$ cat src/rtl/iob_2p_mem_reader_pkg.sv
// Shared types and constants for the two-port memory read streamer.
package iob_2p_mem_reader_pkg;

    typedef enum logic [1:0] {
        StIdle,
        StRead,
        StDrain,
        StDone
    } rd_state_e;

    localparam int unsigned FifoDepth = 4;
    localparam int unsigned FifoPtrW  = 2;
    // Wide enough to hold fifo count (0..4) plus one in-flight read.
    localparam int unsigned CreditW   = 3;

endpackage

$ cat src/rtl/iob_mem_rd_fifo.sv
// Four-entry synchronous FIFO buffering memory read data toward the stream.
module iob_mem_rd_fifo
    import iob_2p_mem_reader_pkg::*;
#(
    parameter int unsigned DATA_W = 16
) (
    input  logic               clk,
    input  logic               rst_n,
    input  logic               push,
    input  logic [DATA_W-1:0]  wdata,
    input  logic               pop,
    output logic [DATA_W-1:0]  rdata,
    output logic [CreditW-1:0] count,
    output logic               full,
    output logic               empty
);

    logic [DATA_W-1:0]   mem_q [FifoDepth];
    logic [FifoPtrW-1:0] wr_ptr_q;
    logic [FifoPtrW-1:0] rd_ptr_q;
    logic [CreditW-1:0]  count_q;
    logic                do_push;
    logic                do_pop;

    assign full    = (count_q == CreditW'(FifoDepth));
    assign empty   = (count_q == '0);
    assign count   = count_q;
    assign rdata   = mem_q[rd_ptr_q];
    assign do_push = push && !full;
    assign do_pop  = pop && !empty;

    always_ff @(posedge clk or negedge rst_n) begin
        if (!rst_n) begin
            for (int i = 0; i < int'(FifoDepth); i++) begin
                mem_q[i] <= '0;
            end
            wr_ptr_q <= '0;
            rd_ptr_q <= '0;
            count_q  <= '0;
        end else begin
            if (do_push) begin
                mem_q[wr_ptr_q] <= wdata;
                wr_ptr_q        <= wr_ptr_q + FifoPtrW'(1);
            end
            if (do_pop) begin
                rd_ptr_q <= rd_ptr_q + FifoPtrW'(1);
            end
            case ({do_push, do_pop})
                2'b10:   count_q <= count_q + CreditW'(1);
                2'b01:   count_q <= count_q - CreditW'(1);
                default: count_q <= count_q;
            endcase
        end
    end

endmodule

$ cat src/rtl/iob_2p_mem_reader.sv
// Streams len words from a registered-read memory starting at base_addr, with
// credit-based issue into a small buffer so backpressure never drops data.
module iob_2p_mem_reader
    import iob_2p_mem_reader_pkg::*;
#(
    parameter int unsigned DATA_W = 16,
    parameter int unsigned ADDR_W = 6
) (
    input  logic              clk,
    input  logic              rst_n,
    input  logic              start,
    input  logic [ADDR_W-1:0] base_addr,
    input  logic [ADDR_W:0]   len,
    output logic              busy,
    output logic              done,
    output logic              mem_r_en,
    output logic [ADDR_W-1:0] mem_r_addr,
    input  logic [DATA_W-1:0] mem_data_in,
    output logic              out_valid,
    output logic [DATA_W-1:0] out_data,
    input  logic              out_ready
);

    localparam logic [ADDR_W:0]    CntOne    = (ADDR_W + 1)'(1);
    localparam logic [CreditW-1:0] CreditMax = CreditW'(FifoDepth);

    rd_state_e          state_q;
    logic [ADDR_W-1:0]  base_q;
    logic [ADDR_W:0]    len_q;
    logic [ADDR_W:0]    issued_q;
    logic [ADDR_W:0]    delivered_q;
    logic               rd_pend_q;
    logic [CreditW-1:0] fifo_count;
    logic               fifo_full;
    logic               fifo_empty;
    logic               hs;

    // A read is in flight for exactly one cycle; count it as a used credit.
    assign mem_r_en   = (state_q == StRead) && (issued_q < len_q) &&
                        ((fifo_count + CreditW'(rd_pend_q)) < CreditMax);
    assign mem_r_addr = base_q + issued_q[ADDR_W-1:0];
    assign busy       = (state_q == StRead) || (state_q == StDrain);
    assign done       = (state_q == StDone);
    assign out_valid  = !fifo_empty;
    assign hs         = out_valid && out_ready;

    always_ff @(posedge clk or negedge rst_n) begin
        if (!rst_n) begin
            state_q     <= StIdle;
            base_q      <= '0;
            len_q       <= '0;
            issued_q    <= '0;
            delivered_q <= '0;
            rd_pend_q   <= 1'b0;
        end else begin
            rd_pend_q <= mem_r_en;
            if (hs) begin
                delivered_q <= delivered_q + CntOne;
            end
            case (state_q)
                StIdle, StDone: begin
                    if (start) begin
                        base_q      <= base_addr;
                        len_q       <= len;
                        issued_q    <= '0;
                        delivered_q <= '0;
                        state_q     <= (len == '0) ? StDone : StRead;
                    end else begin
                        state_q <= StIdle;
                    end
                end
                StRead: begin
                    if (mem_r_en) begin
                        issued_q <= issued_q + CntOne;
                        if (issued_q + CntOne == len_q) begin
                            state_q <= StDrain;
                        end
                    end
                end
                StDrain: begin
                    if (hs && (delivered_q + CntOne == len_q)) begin
                        state_q <= StDone;
                    end
                end
                default: state_q <= StIdle;
            endcase
        end
    end

    iob_mem_rd_fifo #(
        .DATA_W (DATA_W)
    ) u_fifo (
        .clk   (clk),
        .rst_n (rst_n),
        .push  (rd_pend_q),
        .wdata (mem_data_in),
        .pop   (hs),
        .rdata (out_data),
        .count (fifo_count),
        .full  (fifo_full),
        .empty (fifo_empty)
    );

    // The credit rule guarantees returning data always finds a free slot.
    a_no_overflow: assert property (@(posedge clk) disable iff (!rst_n)
        !(rd_pend_q && fifo_full));

endmodule

$ cat config.mk
export PLATFORM = sky130hd
export DESIGN_NAME = iob_2p_mem_reader
export DESIGN_NICKNAME = d
export VERILOG_FILES = /design/src/rtl/iob_2p_mem_reader_pkg.sv /design/src/rtl/iob_mem_rd_fifo.sv /design/src/rtl/iob_2p_mem_reader.sv
export SDC_FILE = /design/constraint.sdc
export NUM_CORES = 1
export LEC_CHECK = 0
export CAP_MARGIN = 40
export CORE_MARGIN = 2
export CORE_UTILIZATION = 57
export DETAILED_ROUTE_END_ITERATION = 12
export DONT_BUFFER_PORTS = 1
export MAX_ROUTING_LAYER = met4
export PLACE_DENSITY = 0.75
export SYNTH_ARGS = -nofsm -noshare
export SYNTH_HDL_FRONTEND = slang
export SYNTH_SLANG_ARGS = --single-unit
export TNS_END_PERCENT = 1
$ cat constraint.sdc
create_clock -name clk -period 2.3 [get_ports clk]
set_input_delay 0.23 -clock clk [delete_from_list [all_inputs] [get_ports clk]]
set_output_delay 0.23 -clock clk [all_outputs]
set_load 0.005 [all_outputs]
==> reports/results.ini, run 1 <==
[die]
fp-row-count=34
die_h_um=98.5
start_util_pct=58.6
pin_count=59
die_w_um=98.5
die_area_um2=9700
fp.coreArea_um2=8680

[timing]
period_share_pct=95.3
slew_violations=0
fin_ws_ps=107
hold_viol_final=101
relSlewSlack_pct=70.7
setup_viol=0
timing.fmax_mhz=456
timing.hold.ws_ps=-454
rsz0062_at_grt=yes
tightest_slew_ps=440
fin_skew_ps=10.9
finalCriticalPeriod_ps=2190
fin_setup_tns_ps=0

[grt]
groute.layer.met1.usage_pct=28.5
met3_usage_pct=3.69
grt_pass1_vias=3419
gr-total-overflow=0
antenna_found_initial=0
grt-busiest-layer=met2
use_met2_pct=36.4
grt_max_degree=102
grt_pass1_wl_mm=16.5
grt_usage_pct=22.0

[worst_setup_path]
arrival_ps=2480
crit_type=reg2reg
startpoint=issued_q[0]
rr_startpoint=issued_q[0]
required_ps=2580
critPathLaunchType=flip-flop
cp_max_fo=5
end_kind=flip-flop

[finish]
fin_cells=569
drive_gt1_share_pct=26.5
postLayoutCellArea_um2=5810
syn_to_final_growth_pct=14.1
final_core_util_pct=66.9
seqCellArea_um2=2530
diodes=0
final_nets=514
fillers=621
multiInputGateArea_um2=2430

[pwr]
seqPwrFrac_pct=42.4
fin_total_pwr_mw=7.44
p_clk_share_pct=14.3
p_comb_share_pct=43.3
power_density_nw_per_um2=1280
p_sw_share_pct=36.0
ir_drop_v=0.00100
p_leak_nw=2.55
switching_power_mw=2.68
p_int_mw=4.76

[hold_path]
min_path_type=in2async

[detailed_routing]
ant_nets=0
drc=0
drt_iter0_drc=91
vias_per_cell=5.70
wire_per_inst_um=17.2
vias=3246
wl_mm=9.81
firstDrtPassIters=4

[synthesis]
synth_flop_cell=dfrtp_1
seq_area_frac_synth_pct=49.7
synthArstFlopShare_pct=100
syn-num-nets=470
synth_cells=413
ys_warn_count=0
ys_seq_elements=101
synth_cell_types=39
synth-edff-count=0
syn_avg_cell_area_um2=12.3
syn_area_um2=5090

[clock_tree]
clk_latency_ps=360
cts_root_buf=clkbuf_8
cts_made_buffers=9
cts_buffer_depth=2
htree_levels=3
clk_pin_slew_ps=100
tritoncts=yes
cts.sinks=101

[place]
dp_hpwl_mm=6.57
post_dp_cell_area_um2=5310
dp_worst_setup_slack_ps=11.0
dp_cells=524
gp_congestion=0.822
port_buffers=0

[job]
drv_cap=0

[outcome]
status=complete, but fails checks
violations=hold timing

[cells in the final DEF, fill, tap and decap left out, types with 2 or more instances in the layout]
cell type,instances
a21oi_2,2
dlygate4sd3_1,29
nor4_1,4
o2bb2ai_1,2
xnor2_1,24
a21o_1,2
buf_4,15
nand4_1,2
inv_1,27
nand2b_1,2
fa_1,2
a21oi_1,9
nand2_1,50
nor3_1,2
nor2_1,10
dfrtp_1,101
xor2_1,13
mux2i_1,4
mux4_2,16
a32o_1,2
ha_1,21
mux2_2,64
inv_8,2
clkbuf_8,9
or3_1,4
o21ai_0,16
nand3_1,5
clkinv_4,2
[cell usage after synthesis (all sizes together), types with 2 or more instances]
cell     instances  area (um2)
nand3            6        42.5
a21o             2        15.0
mux2            64         721
a31oi            2        18.8
mux2i            4        40.0
buf              4        17.5
nor3             2        10.0
nor2            11        43.8
inv             27         101
clkbuf           9        33.8
fa               2        40.0
ha              22         275
o21ai           17        85.1
o2bb2ai          2        17.5
nand2b           2        12.5
dfrtp          101        2530
xor2            13         114
nor4             4        25.0
mux4            16         360
nand4            2        12.5
nand2           50         188
xnor2           24         210
a21oi           11        55.1
or3              4        25.0
a32o             2        20.0
[area by class of cell]
type | count | area share, %
clock inverter | 6 | 0.970
clock buffer | 9 | 2.13
timing repair buffer | 46 | 7.48
tap | 108 | 2.33
sequential | 101 | 43.5
multi-input combinational | 272 | 41.8
inverter | 27 | 1.75
[path summary, 6_finish.rpt]
| kind | endpoint | slack (ps) | cells after the start |
|---|---|---|---|
| worst max-delay path | state_q[1] | 110 | 8 |
| worst min-delay path | u_fifo.mem_q[36] | -450 | 0 |
| worst max register to register | state_q[1] | 110 | 8 |
| worst min register to register | base_q[3] | 500 | 2 |
| max in group asynchronous | delivered_q[5] | 2610 | 0 |
| min in group clk | u_fifo.mem_q[2] | 10 | 1 |
[what timing repair did]
| item | in CTS | in global routing |
|---|---|---|
| setup endpoints to repair | 4 | 11 |
| pin swaps | 0 | 6 |
| setup buffers | 0 | 1 |
| hold buffers | 27 | 2 |
| gates resized for setup | 2 | 6 |
| hold endpoints to repair | 164 | 105 |
[critical path, stage by stage (launching register included)]
cell and delay, ps:
dfrtp_1 440, ha_2 280, nand3_4 120, nor2_2 160
xnor2_1 80, or4_1 400, nor4_1 280, o2bb2ai_1 160
mux2i_1 190
[registers in the layout, summed over array words and instances, names as in the netlist]
register and cells:
base_q 6, delivered_q 7, issued_q 7, len_q 7
rd_pend_q 1, state_q 2, u_fifo.count 3, u_fifo.mem_q 64
u_fifo.rd_ptr_q 2, u_fifo.wr_ptr_q 2
[metal layers]
metal	share of wire, %	up-vias	wire length [um]
li1	-	1526	-
met1	44	1626	4290
met2	51	79	5010
met3	4.2	15	409
met4	1.1	0	104
met5	0	-	0
[power by group through the flow]
stage	logic, mW	registers [mW]	clock network, mW
after CTS	3.18	3.15	1.09
after global routing	3.55	3.27	1.17
after floorplan	2.53	2.98	0
after global placement	2.98	3.14	0
after detailed placement	3.10	3.19	0
final	3.22	3.16	1.06
[kinds of logic after synthesis]
kind of cell	count (synthesis)	synth area share (%)
DFF	101	49.7
and+or+nand+nor	86	7.77
muxes	84	22.0
AOI/OAI and AO/OA	41	4.97
buffers and inverters	40	3.00
xor gates and xnor gates	37	6.37
adders and majority gates	24	6.20
Power figures use the tool's default switching activity.
==> run 2, diff against run 1 <==
==> constraint.sdc (replaced) <==
create_clock -name clk -period 2.3 [get_ports clk]
set_input_delay 0.46 -clock clk [delete_from_list [all_inputs] [get_ports clk]]
set_output_delay 0.46 -clock clk [all_outputs]
set_load 0.005 [all_outputs]
==> reports/results.ini, run 2 (synthesized netlist as in run 1, its figures left out) <==
[timing]
fin_ws_ps=-108  ; was 107 ps
finalCriticalPeriod_ps=2410  ; was 2190 ps
relSlewSlack_pct=72.4  ; was 70.7%
timing.hold.ws_ps=-223  ; was -454 ps
tightest_slew_ps=413  ; was 440 ps
timing.fmax_mhz=415  ; was 456 MHz
rsz0062_at_grt=yes  ; unchanged
hold_viol_final=101  ; unchanged
slew_violations=0  ; unchanged
period_share_pct=105  ; was 95.3%
setup_viol=5  ; was 0
fin_skew_ps=9.63  ; was 10.9 ps

[clock_tree]
cts_made_buffers=9  ; unchanged
htree_levels=3  ; unchanged
clk_pin_slew_ps=100  ; about the same
cts_buffer_depth=2  ; unchanged
cts_root_buf=clkbuf_8  ; unchanged
tritoncts=yes  ; unchanged
cts.sinks=101  ; unchanged
clk_latency_ps=360  ; about the same

[die]
die_area_um2=9700  ; unchanged
pin_count=59  ; unchanged
die_h_um=98.5  ; unchanged
fp-row-count=34  ; unchanged
fp.coreArea_um2=8680  ; unchanged
start_util_pct=58.6  ; unchanged
die_w_um=98.5  ; unchanged

[worst_setup_path]
crit_family=compound AO/OA/AOI/OAI gates  ; was simple AND/OR/NAND/NOR gates
critPathLaunchType=flip-flop  ; unchanged
crit_buf_inv=3  ; was 0
arrival_ps=1950  ; was 2480 ps
crit_chain=inv_2 > ha_4 > o211ai_1 > a21oi_2 > a2111oi_2 > o21ai_1 > buf_4 > inv_4  ; was ha_2 > nand3_4 > nor2_2 > xnor2_1 > or4_1 > nor4_1 > o2bb2ai_1 > mux2i_1
cp_max_fo=2  ; was 5
critPathMaxStageDelay_ps=410  ; was 440 ps
crit_type=reg2out  ; was reg2reg
end_kind=output port  ; was flip-flop
required_ps=1840  ; was 2580 ps
slowest_stage=dfrtp_1  ; unchanged

[pwr]
fin_total_pwr_mw=7.52  ; was 7.44 mW
p_leak_nw=2.48  ; was 2.55 nW
power_density_nw_per_um2=1330  ; was 1280 nW/um2
ir_drop_v=0.000866  ; was 0.00100 V

[finish]
drive_gt1_share_pct=31.6  ; was 26.5%
fin_cells=551  ; was 569
diodes=0  ; unchanged
final_nets=495  ; was 514
final_core_util_pct=65.2  ; was 66.9%
largest_register_ffs=64  ; unchanged
regMostFlops=u_fifo.mem_q  ; unchanged
syn_to_final_growth_pct=11.3  ; was 14.1%
layout_commonest_cell=dfrtp_1  ; unchanged
final_cell_mix=dfrtp_1 (101), mux2_2 (64), nand2_1 (49), inv_1 (25)  ; was dfrtp_1 (101), mux2_2 (64), nand2_1 (50), dlygate4sd3_1 (29), inv_1 (27)

[detailed_routing]
firstDrtPassIters=4  ; unchanged
drt_iter0_drc=118  ; was 91
ant_nets=0  ; unchanged
wire_per_inst_um=17.5  ; was 17.2 um
drc=0  ; unchanged
wl_mm=9.64  ; was 9.81 mm
vias=3162  ; was 3246
vias_per_cell=5.74  ; was 5.70

[grt]
grt_pass1_vias=3408  ; was 3419
grt_max_degree=102  ; unchanged
grt_pass1_wl_mm=16.5  ; about the same
gr-total-overflow=0  ; unchanged
antenna_found_initial=0  ; unchanged
grt_usage_pct=22.0  ; about the same

[place]
dp_cells=529  ; was 524
port_buffers=0  ; unchanged
gp_congestion=0.886  ; was 0.822
dp_hpwl_mm=6.73  ; was 6.57 mm

[outcome]
violations=hold timing, setup timing  ; was hold timing
status=complete, but fails checks  ; unchanged

[job]
drv_cap=0  ; unchanged

[hold_path]
min_path_type=in2async  ; unchanged

run 2: repair_timing:
item | in CTS | in global routing
endpoints found under the hold margin | 101 | 101
gates resized for setup | 17 | 5
pin swaps | 11 | 1
setup endpoints to repair | 8 | 13
buffers inserted | 6 | 0
run 2: report_power, final:
| group | internal (mW) | switching, mW |
|---|---|---|
| Combinational | 1.80 | 1.53 |
| Sequential | 2.61 | 0.517 |
| Clock | 0.415 | 0.649 |
| Total | 4.82 | 2.69 |
run 2: per-stage QoR:
step / setup slack [ps] / setup TNS (ps) / instance area [um2]
after global placement: 76.7 / 0 / 5330
after floorplan: 95.3 / 0 / 5090
final: -108 / -223 / 5660
after CTS: -88.1 / -187 / 5640
after detailed placement: -47.4 / -89.6 / 5330
after global routing: -230 / -1310 / 5660
run 2: worst reg2reg max path, cell delays in order (launching register included):
cell and delay (ps):
dfrtp_1 410, inv_2 80, ha_4 190, o211ai_1 210
a21oi_2 60, a2111oi_2 290, o21ai_1 130, buf_4 150
buf_6 110, nor4_2 280, o2bb2ai_1 140, mux2i_1 140
run 2: layout make-up:
type	instances	area, um2
multi-input combinational	272	2500
inverter	27	104
timing repair buffer	27	214
sequential	101	2530
fill	679	3020
clock inverter	6	56.3
clock buffer	10	128
tap	108	135
run 2: per-layer routing:
layer | GRT usage [%] | vias to the layer above | part of all wire (%)
met2 | 37.9 | 81 | 52
met3 | 4.04 | 7 | 4.6
met4 | 4.95 | 0 | 0.75
met1 | 27.2 | 1586 | 42
met5 | - | - | 0
li1 | - | 1488 | -
run 2: path summary, 6_finish.rpt:
path                                    from               end  slack (ps)  cells past startpoint
max in group asynchronous              rst_n  u_fifo.mem_q[42]        2420                      0
worst max-delay path                len_q[2]          mem_r_en        -110                      8
worst min register to register     base_q[4]         base_q[4]         500                      2
worst max register to register      len_q[2]        state_q[0]         -10                     11
min in group clk                base_addr[0]         base_q[0]         200                      2
worst min-delay path                   rst_n  u_fifo.mem_q[52]        -220                      0
